$ cat config.mk
export PLATFORM = sky130hd
export DESIGN_NAME = dds_sweep_ctrl_flat
export DESIGN_NICKNAME = d
export VERILOG_FILES = /design/src/rtl/dds_pkg.sv /design/src/rtl/dds_sweep_ctrl_if.sv /design/src/rtl/dds_sweep_ctrl_dwell_timer.sv /design/src/rtl/dds_sweep_ctrl.sv /design/src/flat_wrapper.sv
export SDC_FILE = /design/constraint.sdc
export NUM_CORES = 1
export LEC_CHECK = 0
export CORE_MARGIN = 5
export CORE_UTILIZATION = 45
export CTS_BUF_LIST = sky130_fd_sc_hd__clkbuf_8
export DETAILED_ROUTE_END_ITERATION = 6
export HOLD_SLACK_MARGIN = 0.05
export MAX_ROUTING_LAYER = met4
export PLACE_DENSITY = 0.68
export SLEW_MARGIN = 20
export SYNTH_ARGS = -nofsm -noshare
export SYNTH_HDL_FRONTEND = slang
export SYNTH_SLANG_ARGS = --single-unit
$ cat constraint.sdc
create_clock -name clk -period 6.3 [get_ports clk]
set_input_delay 0.63 -clock clk [delete_from_list [all_inputs] [get_ports clk]]
set_output_delay 0.63 -clock clk [all_outputs]
set_load 0.005 [all_outputs]
$ cat src/rtl/dds_pkg.sv
// Shared DDS definitions: sweep FSM states, default bus widths and the constant control byte.
// Imported by the sweep controller, its interface and the serial loader.
package dds_pkg;

   localparam int FTW_W_DEF   = 32;
   localparam int DWELL_W_DEF = 24;

   localparam logic [7:0] DDS_CTRL_DEFAULT = 8'h00;

   typedef enum logic [1:0] {
      ST_IDLE  = 2'd0,
      ST_ISSUE = 2'd1,
      ST_DWELL = 2'd2
   } state_e;

endpackage

$ cat src/rtl/dds_sweep_ctrl_if.sv
// Sweep configuration/command inputs plus the valid/ready tuning-word channel to the serial loader.
// master = sweep controller, slave = the side that configures it and consumes words.
interface dds_sweep_ctrl_if
   import dds_pkg::*;
#(
   parameter int FTW_W   = FTW_W_DEF,
   parameter int DWELL_W = DWELL_W_DEF
) ();

   logic               start;
   logic               abort;
   logic [FTW_W-1:0]   ftw_start;
   logic [FTW_W-1:0]   ftw_step;
   logic [FTW_W-1:0]   ftw_stop;
   logic [DWELL_W-1:0] dwell;
   logic               continuous;
   logic               word_valid;
   logic [FTW_W-1:0]   word_ftw;
   logic [7:0]         word_ctrl;
   logic               word_ready;
   logic               busy;
   logic               done;

   modport master (
      input  start, abort, ftw_start, ftw_step, ftw_stop, dwell, continuous, word_ready,
      output word_valid, word_ftw, word_ctrl, busy, done
   );

   modport slave (
      output start, abort, ftw_start, ftw_step, ftw_stop, dwell, continuous, word_ready,
      input  word_valid, word_ftw, word_ctrl, busy, done
   );

endinterface

$ cat src/rtl/dds_sweep_ctrl_dwell_timer.sv
// Dwell down-counter: load on a word transfer, count while enabled, expire pulse on the last counted cycle.
// A load value of N yields expire_o in the N-th enabled cycle after the load.
module dds_dwell_timer #(
   parameter int W = 24
) (
   input  logic         clk,
   input  logic         reset,
   input  logic         load_i,
   input  logic [W-1:0] load_val_i,
   input  logic         en_i,
   output logic         expire_o
);

   logic [W-1:0] cnt_q, cnt_d;

   always_comb begin
      cnt_d = cnt_q;
      if (load_i)
         cnt_d = load_val_i;
      else if (en_i && (cnt_q != '0))
         cnt_d = cnt_q - W'(1);
   end

   always_ff @(posedge clk or posedge reset) begin
      if (reset) cnt_q <= '0;
      else       cnt_q <= cnt_d;
   end

   assign expire_o = en_i && (cnt_q == W'(1));

endmodule

$ cat src/rtl/dds_sweep_ctrl.sv
// DDS frequency sweep: offers start + k*step words with valid/ready, dwelling between transfers.
// First word appears two edges after start; a word is held stable until the loader accepts it.
module dds_sweep_ctrl
   import dds_pkg::*;
#(
   parameter int FTW_W   = FTW_W_DEF,
   parameter int DWELL_W = DWELL_W_DEF
) (
   input logic              clk,
   input logic              reset,
   dds_sweep_ctrl_if.master bus
);

   state_e             state_q, state_d;
   logic               launch_q, launch_d;
   logic [FTW_W-1:0]   cur_q, cur_d;
   logic [FTW_W-1:0]   fstart_q, fstart_d;
   logic [FTW_W-1:0]   step_q, step_d;
   logic [FTW_W-1:0]   stop_q, stop_d;
   logic [DWELL_W-1:0] dwell_q, dwell_d;
   logic               cont_q, cont_d;
   logic               abort_pend_q, abort_pend_d;
   logic               done_q, done_d;

   logic [FTW_W:0]     sum;
   logic               sweep_end, xfer, eval, tmr_load, tmr_expire;

   dds_dwell_timer #(.W(DWELL_W)) u_dwell (
      .clk        (clk),
      .reset      (reset),
      .load_i     (tmr_load),
      .load_val_i (dwell_q),
      .en_i       (state_q == ST_DWELL),
      .expire_o   (tmr_expire)
   );

   // The extra bit catches wrap-around so a carry ends the sweep instead of restarting low.
   assign sum       = {1'b0, cur_q} + {1'b0, step_q};
   assign sweep_end = sum[FTW_W] || (sum > {1'b0, stop_q}) || (step_q == '0) || (cur_q == stop_q);
   assign xfer      = (state_q == ST_ISSUE) && bus.word_ready;

   always_comb begin
      state_d      = state_q;
      launch_d     = 1'b0;
      cur_d        = cur_q;
      fstart_d     = fstart_q;
      step_d       = step_q;
      stop_d       = stop_q;
      dwell_d      = dwell_q;
      cont_d       = cont_q;
      abort_pend_d = abort_pend_q;
      done_d       = 1'b0;
      eval         = 1'b0;
      tmr_load     = 1'b0;

      case (state_q)
         ST_IDLE: begin
            abort_pend_d = 1'b0;
            if (launch_q) begin
               state_d = ST_ISSUE;
            end else if (bus.start) begin
               fstart_d = bus.ftw_start;
               step_d   = bus.ftw_step;
               stop_d   = bus.ftw_stop;
               dwell_d  = bus.dwell;
               cont_d   = bus.continuous;
               cur_d    = bus.ftw_start;
               launch_d = 1'b1;
            end
         end
         ST_ISSUE: begin
            if (xfer) begin
               if (abort_pend_q || bus.abort) begin
                  state_d      = ST_IDLE;
                  abort_pend_d = 1'b0;
               end else if (dwell_q == '0) begin
                  eval = 1'b1;
               end else begin
                  state_d  = ST_DWELL;
                  tmr_load = 1'b1;
               end
            end else if (bus.abort) begin
               abort_pend_d = 1'b1;
            end
         end
         ST_DWELL: begin
            if (bus.abort)       state_d = ST_IDLE;
            else if (tmr_expire) eval    = 1'b1;
         end
         default: state_d = ST_IDLE;
      endcase

      if (eval) begin
         if (!sweep_end) begin
            cur_d   = sum[FTW_W-1:0];
            state_d = ST_ISSUE;
         end else if (cont_q) begin
            cur_d   = fstart_q;
            state_d = ST_ISSUE;
         end else begin
            done_d  = 1'b1;
            state_d = ST_IDLE;
         end
      end
   end

   always_ff @(posedge clk or posedge reset) begin
      if (reset) begin
         state_q      <= ST_IDLE;
         launch_q     <= 1'b0;
         cur_q        <= '0;
         fstart_q     <= '0;
         step_q       <= '0;
         stop_q       <= '0;
         dwell_q      <= '0;
         cont_q       <= 1'b0;
         abort_pend_q <= 1'b0;
         done_q       <= 1'b0;
      end else begin
         state_q      <= state_d;
         launch_q     <= launch_d;
         cur_q        <= cur_d;
         fstart_q     <= fstart_d;
         step_q       <= step_d;
         stop_q       <= stop_d;
         dwell_q      <= dwell_d;
         cont_q       <= cont_d;
         abort_pend_q <= abort_pend_d;
         done_q       <= done_d;
      end
   end

   assign bus.word_valid = (state_q == ST_ISSUE);
   assign bus.word_ftw   = (state_q == ST_ISSUE) ? cur_q : '0;
   assign bus.word_ctrl  = DDS_CTRL_DEFAULT;
   assign bus.busy       = (state_q != ST_IDLE);
   assign bus.done       = done_q;

endmodule
$ cat src/flat_wrapper.sv
// flat-port wrapper written by rule: the top's interface ports become plain ports
module dds_sweep_ctrl_flat import dds_pkg::*;
#(
   parameter int FTW_W   = FTW_W_DEF,
   parameter int DWELL_W = DWELL_W_DEF
)
  (clk, reset, bus_start, bus_abort, bus_ftw_start, bus_ftw_step, bus_ftw_stop, bus_dwell, bus_continuous, bus_word_ready, bus_word_valid, bus_word_ftw, bus_word_ctrl, bus_busy, bus_done);
  dds_sweep_ctrl_if #(.FTW_W(FTW_W), .DWELL_W(DWELL_W)) bus_i ();
  input logic clk;
  input logic reset;
  input wire logic [$bits(bus_i.start)-1:0] bus_start;
  input wire logic [$bits(bus_i.abort)-1:0] bus_abort;
  input wire logic [$bits(bus_i.ftw_start)-1:0] bus_ftw_start;
  input wire logic [$bits(bus_i.ftw_step)-1:0] bus_ftw_step;
  input wire logic [$bits(bus_i.ftw_stop)-1:0] bus_ftw_stop;
  input wire logic [$bits(bus_i.dwell)-1:0] bus_dwell;
  input wire logic [$bits(bus_i.continuous)-1:0] bus_continuous;
  input wire logic [$bits(bus_i.word_ready)-1:0] bus_word_ready;
  output wire logic [$bits(bus_i.word_valid)-1:0] bus_word_valid;
  output wire logic [$bits(bus_i.word_ftw)-1:0] bus_word_ftw;
  output wire logic [$bits(bus_i.word_ctrl)-1:0] bus_word_ctrl;
  output wire logic [$bits(bus_i.busy)-1:0] bus_busy;
  output wire logic [$bits(bus_i.done)-1:0] bus_done;
  assign bus_i.start = bus_start;
  assign bus_i.abort = bus_abort;
  assign bus_i.ftw_start = bus_ftw_start;
  assign bus_i.ftw_step = bus_ftw_step;
  assign bus_i.ftw_stop = bus_ftw_stop;
  assign bus_i.dwell = bus_dwell;
  assign bus_i.continuous = bus_continuous;
  assign bus_i.word_ready = bus_word_ready;
  assign bus_word_valid = bus_i.word_valid;
  assign bus_word_ftw = bus_i.word_ftw;
  assign bus_word_ctrl = bus_i.word_ctrl;
  assign bus_busy = bus_i.busy;
  assign bus_done = bus_i.done;
  dds_sweep_ctrl #(.FTW_W(FTW_W), .DWELL_W(DWELL_W)) u_core (.clk(clk), .reset(reset), .bus(bus_i));
endmodule
# [Word-level counts from Yosys, hierarchy flattened]
# Cells that the tools add are included.
[word_totals] romBits=0 regBits=182 mem_bits_rw=0 mem_count=0 latch_bits=0
[op_classes] n_eq_ne=10 n_lt_le_gt_ge=1 n_reduce_logical=17 n_shift=0 multipliers=0 n_bitwise=1 n_div=0 n_mux=38 addsub=2
[op_table] op="32-bit 2-to-1 mux" count=7
[op_table] op="24-bit 2-to-1 mux" count=2
[op_table] op="32-bit by 32-bit adder with 33-bit output" count=1
[op_table] op="33-bit by 32-bit greater-than comparator with 1-bit output" count=1
[op_table] op="32-bit == test" count=1
[op_table] op="32-bit zero test" count=1
[op_table] op="24-bit by 1-bit == test with 1-bit output, second input constant" count=1
[op_table] op="24-bit zero test" count=1
[op_table] op="24-bit nonzero test" count=1
[op_table] op="24-bit by 1-bit subtractor with 24-bit output, second input constant" count=1
[op_table] op="1-bit 2-to-1 mux" count=19
[op_table] op="2-bit 2-to-1 mux" count=7
[op_table] op="3-bit by 1-bit inequality test with 1-bit output, second input constant" count=2
[op_table] op="3-bit by 2-bit inequality test with 1-bit output, second input constant" count=2
[op_table] op="2-bit case mux with 3 select lines" count=1
[op_table] op="3-bit AND reduction" count=2
[op_table] op="2-bit nonzero test" count=3
[op_table] op="1-bit logical OR" count=4
[op_table] op="4-bit by 2-bit inequality test with 1-bit output, second input constant" count=1
[op_table] op="1-bit case mux with 2 select lines" count=2
[op_table] op="4-bit AND reduction" count=1
[op_table] op="1-bit logical AND" count=3
[op_table] op="3-bit inequality test, second input constant" count=1
[op_table] op="2-bit by 1-bit == test with 1-bit output, second input constant" count=1
[op_table] op="other kinds (3)" count=3

# [Logic depth before layout (Yosys ltp)]
[logic_depth] ltp_word=7 mapped_depth=21 depth_no_buf=19

# [Cells and area by module]
# From an unflattened synthesis, not the netlist that was laid out.
[unflattened] cells_unflattened=1353 hier_area_um2=11456.0
[by_module_without_submodules] mod="dds_sweep_ctrl" area_each_um2=9882.0 seq_area_each_um2=3953.8 instances=1 cells_each=1175
[by_module_without_submodules] mod="dds_dwell_timer" area_each_um2=1574.0 seq_area_each_um2=600.6 instances=1 cells_each=178

# [Least setup slack after synthesis]
# Ideal clock, no wire load.
[synth_path] path_type="reg-to-reg" startpoint="register u_core.cur_q[0]" endpoint="register u_core.cur_q[17]" required_time_ns=6.176 setup_ns=0.124 arrival_ns=4.572 synth_period_minus_slack_ns=4.696 n_path_buf=2 setup_slack_ns=1.604 stages_incl_launch_ff=21 cell_sequence="dfrtp_1 ha_1 fa_1 a211oi_1 o21a_1 a21o_1 o2111a_1 o31ai_1 a41oi_1 xor2_1 inv_1 ha_1 nand4_1 nor4_1 nand4_1 o21ai_0 o221ai_1 or3_1 buf_2 buf_2 o31a_1"
[synth_via] elab_chain_len=7
[synth_lines] item="start, declared" line="dds_sweep_ctrl.sv:16" rtl="logic [FTW_W-1:0] cur_q, cur_d;"
[synth_lines] item="start signal, assigned" line="dds_sweep_ctrl.sv:122" rtl="cur_q <= cur_d;"
[synth_lines] item="32-bit by 32-bit adder with 33-bit output" line="dds_sweep_ctrl.sv:38" rtl="assign sum = {1'b0, cur_q} + {1'b0, step_q};"
[synth_lines] item="33-bit by 32-bit greater-than comparator with 1-bit output" line="dds_sweep_ctrl.sv:39" rtl="assign sweep_end = sum[FTW_W] || (sum > {1'b0, stop_q}) || (step_q == '0) || (cur_q == stop_q);"
[synth_lines] item="1-bit logical OR (3 in a row)" line="dds_sweep_ctrl.sv:39"
[synth_lines] item="32-bit 2-to-1 mux (*)" line="dds_sweep_ctrl.sv:94" rtl="if (!sweep_end) begin"
[synth_lines] item="32-bit 2-to-1 mux (*)" line="dds_sweep_ctrl.sv:93" rtl="if (eval) begin"
[synth_lines] item="via u_core.cur_d[17]" line="dds_sweep_ctrl.sv:16"
# The timed path passes the listed nets; every way through them passes the cells marked *.
# A chain may end at the register's enable or synchronous reset.

# [Final worst setup path]
[layout_path] startpoint="register u_core.cur_q[22]" endpoint="register u_core.cur_q[23]"
# The elaborated chain is that of the path after synthesis.

==> results.tsv <==
metric	value	unit
cp.arrival	6.06	ns
antenna_found_initial	0	
highest_clock_frequency_the_design_can_meet	175	MHz
synth.most_common_cell	sky130_fd_sc_hd__nand2_1	
ys_top_cells_by_count	357 x sky130_fd_sc_hd__nand2_1, 182 x sky130_fd_sc_hd__dfrtp_1, 70 x sky130_fd_sc_hd__ha_1, 64 x sky130_fd_sc_hd__a21oi_1, 63 x sky130_fd_sc_hd__xnor2_1	
clock_tree_from_tritoncts	built	
postCtsSetupRepairBufs	0	
timing_hold_violations_final	0	
static-leakage-power	5.99	nW
synthCells	1285	
required	6.64	ns
synth.cell_area	0.0109	mm²
yosys.area.top_type	sky130_fd_sc_hd__dfrtp_1	
io_buffer_count	160	
worst_ir_drop_vdd	0.294	mV
slew_headroom	0.373	
dominantRegCellSynth	sky130_fd_sc_hd__dfrtp_1	
insertion_delay	0.47	ns
gr-usage-all-layers	0.238	
core_region_area	0.0241	mm²
grt.overflow.total	0	
slowest_stage_cell_crit_path	sky130_fd_sc_hd__or3_1	
grt_setup_unrepaired	false	
worst_hold_path_type	flop to flop	
post_synth_xor_area_fraction	0.0665	
setup_tns	0	ns
p_per_area	615	mW/mm²
worst_setup_path_end_kind	flop	
grt_pass1_vias	9641	
regToRegSetupSlack	0.58	ns
cts_bufs_inserted	17	
synth-compound-area-share	0.153	
finalWorstPathRequiredPeriod	5.72	ns
gp_routability_congestion	0.930	
drt_pre_antenna_iters	6	
crit_cells	19	
hpwlAfterDp	23800	µm
netlist-cell-type-count	69	
initial_core_util	0.453	
critical_path_buf_inv_count	2	
viasPerCell	5.52	
synthDominantCellAreaShare	0.417	
worstHoldEndpoint	u_core.fstart_q[0]	
synth_top_family_by_area	simple AND/OR/NAND/NOR gates	
clock-skew-final	0.0152	ns
grt_pass1_wl	51800	µm
design.final.nets	1618	
wl	32300	µm
via_count	9699	
timing_worst_setup_path_type	flop to flop	
die_h	166	µm
chipWidth	166	µm
postSynth.asyncResetShare	1.00	
max-cap-violations	0	
holdBufCountCts	0	
rr_worst_depth	19	
num_rows	57	
max_slew.worst_pin.slew	0.940	ns
cts_resized	0	
min-delay-start	u_core.fstart_q[0]	
ys_ff_latch	182	
antenna-diode-count	0	
placed_area	0.0128	mm²
final_layout_size_suffix_gt1_frac	0.0432	
peak_per_stage_delay_on_the_critical_path	0.73	ns
seq_area_frac_synth	0.417	
r2r_end	u_core.cur_q[23]	
whs_path_depth	2	
synth.area.top_cells	sky130_fd_sc_hd__dfrtp_1 42%, sky130_fd_sc_hd__nand2_1 12%, sky130_fd_sc_hd__ha_1 8.0%, sky130_fd_sc_hd__xnor2_1 5.1%, sky130_fd_sc_hd__a21oi_1 2.9%	
synth.avg_cell_area	8.50	µm²
synthMuxAreaShare	0.00481	
clkSinkCount	182	
design.die.area	0.0275	mm²
worstPathCellList	ha_1 -> nand2_1 -> o21ai_0 -> a221oi_1 -> o2111a_1 -> o31ai_1 -> a41oi_1 -> xor2_1 -> inv_1 -> ha_1 -> nand4_1 -> nor4_1 -> nand4_1 -> o21ai_0 -> o221ai_1 -> or3_1 -> buf_12 -> o22ai_1 -> a22oi_1	
dp_slack	0.697	ns
result_of_the_run	complete, no violations	
synth_simple_gate_area_frac	0.234	
ioPinCount	169	
post-route-drc-count	0	
timing.final.ws_setup	0.576	ns
slew_viol_final	0	
cts-root-buf	sky130_fd_sc_hd__clkbuf_8	
yosys.area_share.adder	0.0820	
antenna_left	0	
dr.first_iter.drc_count	936	
critPathMaxFanout	15	
fillerInstances	2289	
cp_top_family	compound AO/OA/AOI/OAI gates	
avgRoutedWirePerCell	18.4	µm
setup_viol	0	
yosysWarningCount	0	
timing.final.crit_share	0.909	
grt_start_max_net_pins	102	
design_area	0.0132	mm²
cts-root-to-sink-buffers	2	
syn_to_final_growth	20.9	%
number_of_enable_flip_flop_cells_after_synthesis	0	
worst_reg2reg_startpoint	u_core.cur_q[22]	
start_kind	flop	
worst_setup_hold_path_clk_slew	0.11	ns
htree_levels	4	
[layout make-up]
| cell class | instances | area (µm²) | share of cell area |
|---|---|---|---|
| clock buffers | 17 | 234 | 0.0177 |
| clock inverters | 15 | 180 | 0.0136 |
| inverters | 51 | 199 | 0.0151 |
| multi-input cells | 998 | 5930 | 0.449 |
| flip-flops and latches | 182 | 4550 | 0.345 |
| well taps | 324 | 405 | 0.0307 |
| repair buffers | 171 | 1700 | 0.129 |
[state kept, by name, summed over array words and instances (netlist names)]
register,flops
u_core.u_dwell.cnt_q,24
u_core.cont_q,1
u_core.launch_q,1
u_core.dwell_q,24
u_core.state_q,2
u_core.step_q,32
u_core.abort_pend_q,1
u_core.fstart_q,32
u_core.stop_q,32
u_core.bus.done,1
u_core.cur_q,32
[worst reg2reg max path, cell delays in order (launching register included)]
cell	delay (ns)
sky130_fd_sc_hd__dfrtp_1	0.49
sky130_fd_sc_hd__ha_1	0.41
sky130_fd_sc_hd__nand2_1	0.09
sky130_fd_sc_hd__o21ai_0	0.53
sky130_fd_sc_hd__a221oi_1	0.25
sky130_fd_sc_hd__o2111a_1	0.20
sky130_fd_sc_hd__o31ai_1	0.38
sky130_fd_sc_hd__a41oi_1	0.19
sky130_fd_sc_hd__xor2_1	0.22
sky130_fd_sc_hd__inv_1	0.07
sky130_fd_sc_hd__ha_1	0.29
sky130_fd_sc_hd__nand4_1	0.13
sky130_fd_sc_hd__nor4_1	0.46
sky130_fd_sc_hd__nand4_1	0.17
sky130_fd_sc_hd__o21ai_0	0.11
sky130_fd_sc_hd__o221ai_1	0.32
sky130_fd_sc_hd__or3_1	0.73
sky130_fd_sc_hd__buf_12	0.28
sky130_fd_sc_hd__o22ai_1	0.17
sky130_fd_sc_hd__a22oi_1	0.11
[per-stage QoR]
step	hold WS [ns]	util	std cells	power [mW]
after floorplan	0.439	-	1292	5.63
after global placement	0.457	0.531	1726	7.09
after detailed placement	0.465	0.531	1726	7.18
after CTS	0.488	0.548	1758	8.09
after global routing	0.509	0.548	1758	8.83
final	0.484	0.548	1758	8.12
[logic make-up after synthesis]
family                   Yosys count
AO/OA/AOI/OAI                    258
XOR/XNOR                          83
adder cells (fa/ha/maj)           71
buffers and inverters            112
flip-flops                       182
multiplexers                       5
other                              1
AND/OR/NAND/NOR                  573
[placed cells by master, fill, tap and decap left out, types with 6 or more instances in the layout]
| cell type | count |
|---|---|
| sky130_fd_sc_hd__a211oi_1 | 11 |
| sky130_fd_sc_hd__a21o_1 | 16 |
| sky130_fd_sc_hd__a21oi_1 | 64 |
| sky130_fd_sc_hd__a31oi_1 | 7 |
| sky130_fd_sc_hd__a32oi_1 | 21 |
| sky130_fd_sc_hd__and2_1 | 34 |
| sky130_fd_sc_hd__and3_1 | 10 |
| sky130_fd_sc_hd__buf_4 | 10 |
| sky130_fd_sc_hd__clkbuf_8 | 17 |
| sky130_fd_sc_hd__clkdlybuf4s50_1 | 160 |
| sky130_fd_sc_hd__conb_1 | 8 |
| sky130_fd_sc_hd__dfrtp_1 | 182 |
| sky130_fd_sc_hd__ha_1 | 70 |
| sky130_fd_sc_hd__inv_1 | 48 |
| sky130_fd_sc_hd__inv_6 | 6 |
| sky130_fd_sc_hd__nand2_1 | 357 |
| sky130_fd_sc_hd__nand3_1 | 16 |
| sky130_fd_sc_hd__nand4_1 | 20 |
| sky130_fd_sc_hd__nor2_1 | 61 |
| sky130_fd_sc_hd__nor3_1 | 18 |
| sky130_fd_sc_hd__nor4_1 | 22 |
| sky130_fd_sc_hd__o21ai_0 | 60 |
| sky130_fd_sc_hd__o22ai_1 | 28 |
| sky130_fd_sc_hd__or3_1 | 6 |
| sky130_fd_sc_hd__xnor2_1 | 63 |
| sky130_fd_sc_hd__xor2_1 | 20 |
[metal layers]
layer | part of all wire | vias up | GRT usage
met4 | 0.025 | 0 | 0.0703
li1 | - | 4702 | -
met1 | 0.45 | 4564 | 0.321
met3 | 0.061 | 59 | 0.0443
met2 | 0.46 | 374 | 0.368
met5 | 0 | - | -
[where the power goes]
part	total (mW)	internal (mW)	switching [mW]
clock network	0.862	0.372	0.490
logic	4.98	2.07	2.91
registers	2.28	1.72	0.557
total	8.12	4.16	3.96
[how the worst max path moves through the flow]
stage | startpoint | to
after floorplan | reset | u_core.abort_pend_q
after CTS | u_core.cur_q[22] | u_core.cur_q[19]
after global routing | u_core.cur_q[22] | u_core.cur_q[23]
after detailed placement | u_core.cur_q[22] | u_core.cur_q[23]
after global placement | u_core.cur_q[0] | u_core.cur_q[23]
final | u_core.cur_q[22] | u_core.cur_q[23]
No activity file was read; power rests on OpenSTA's default activity.
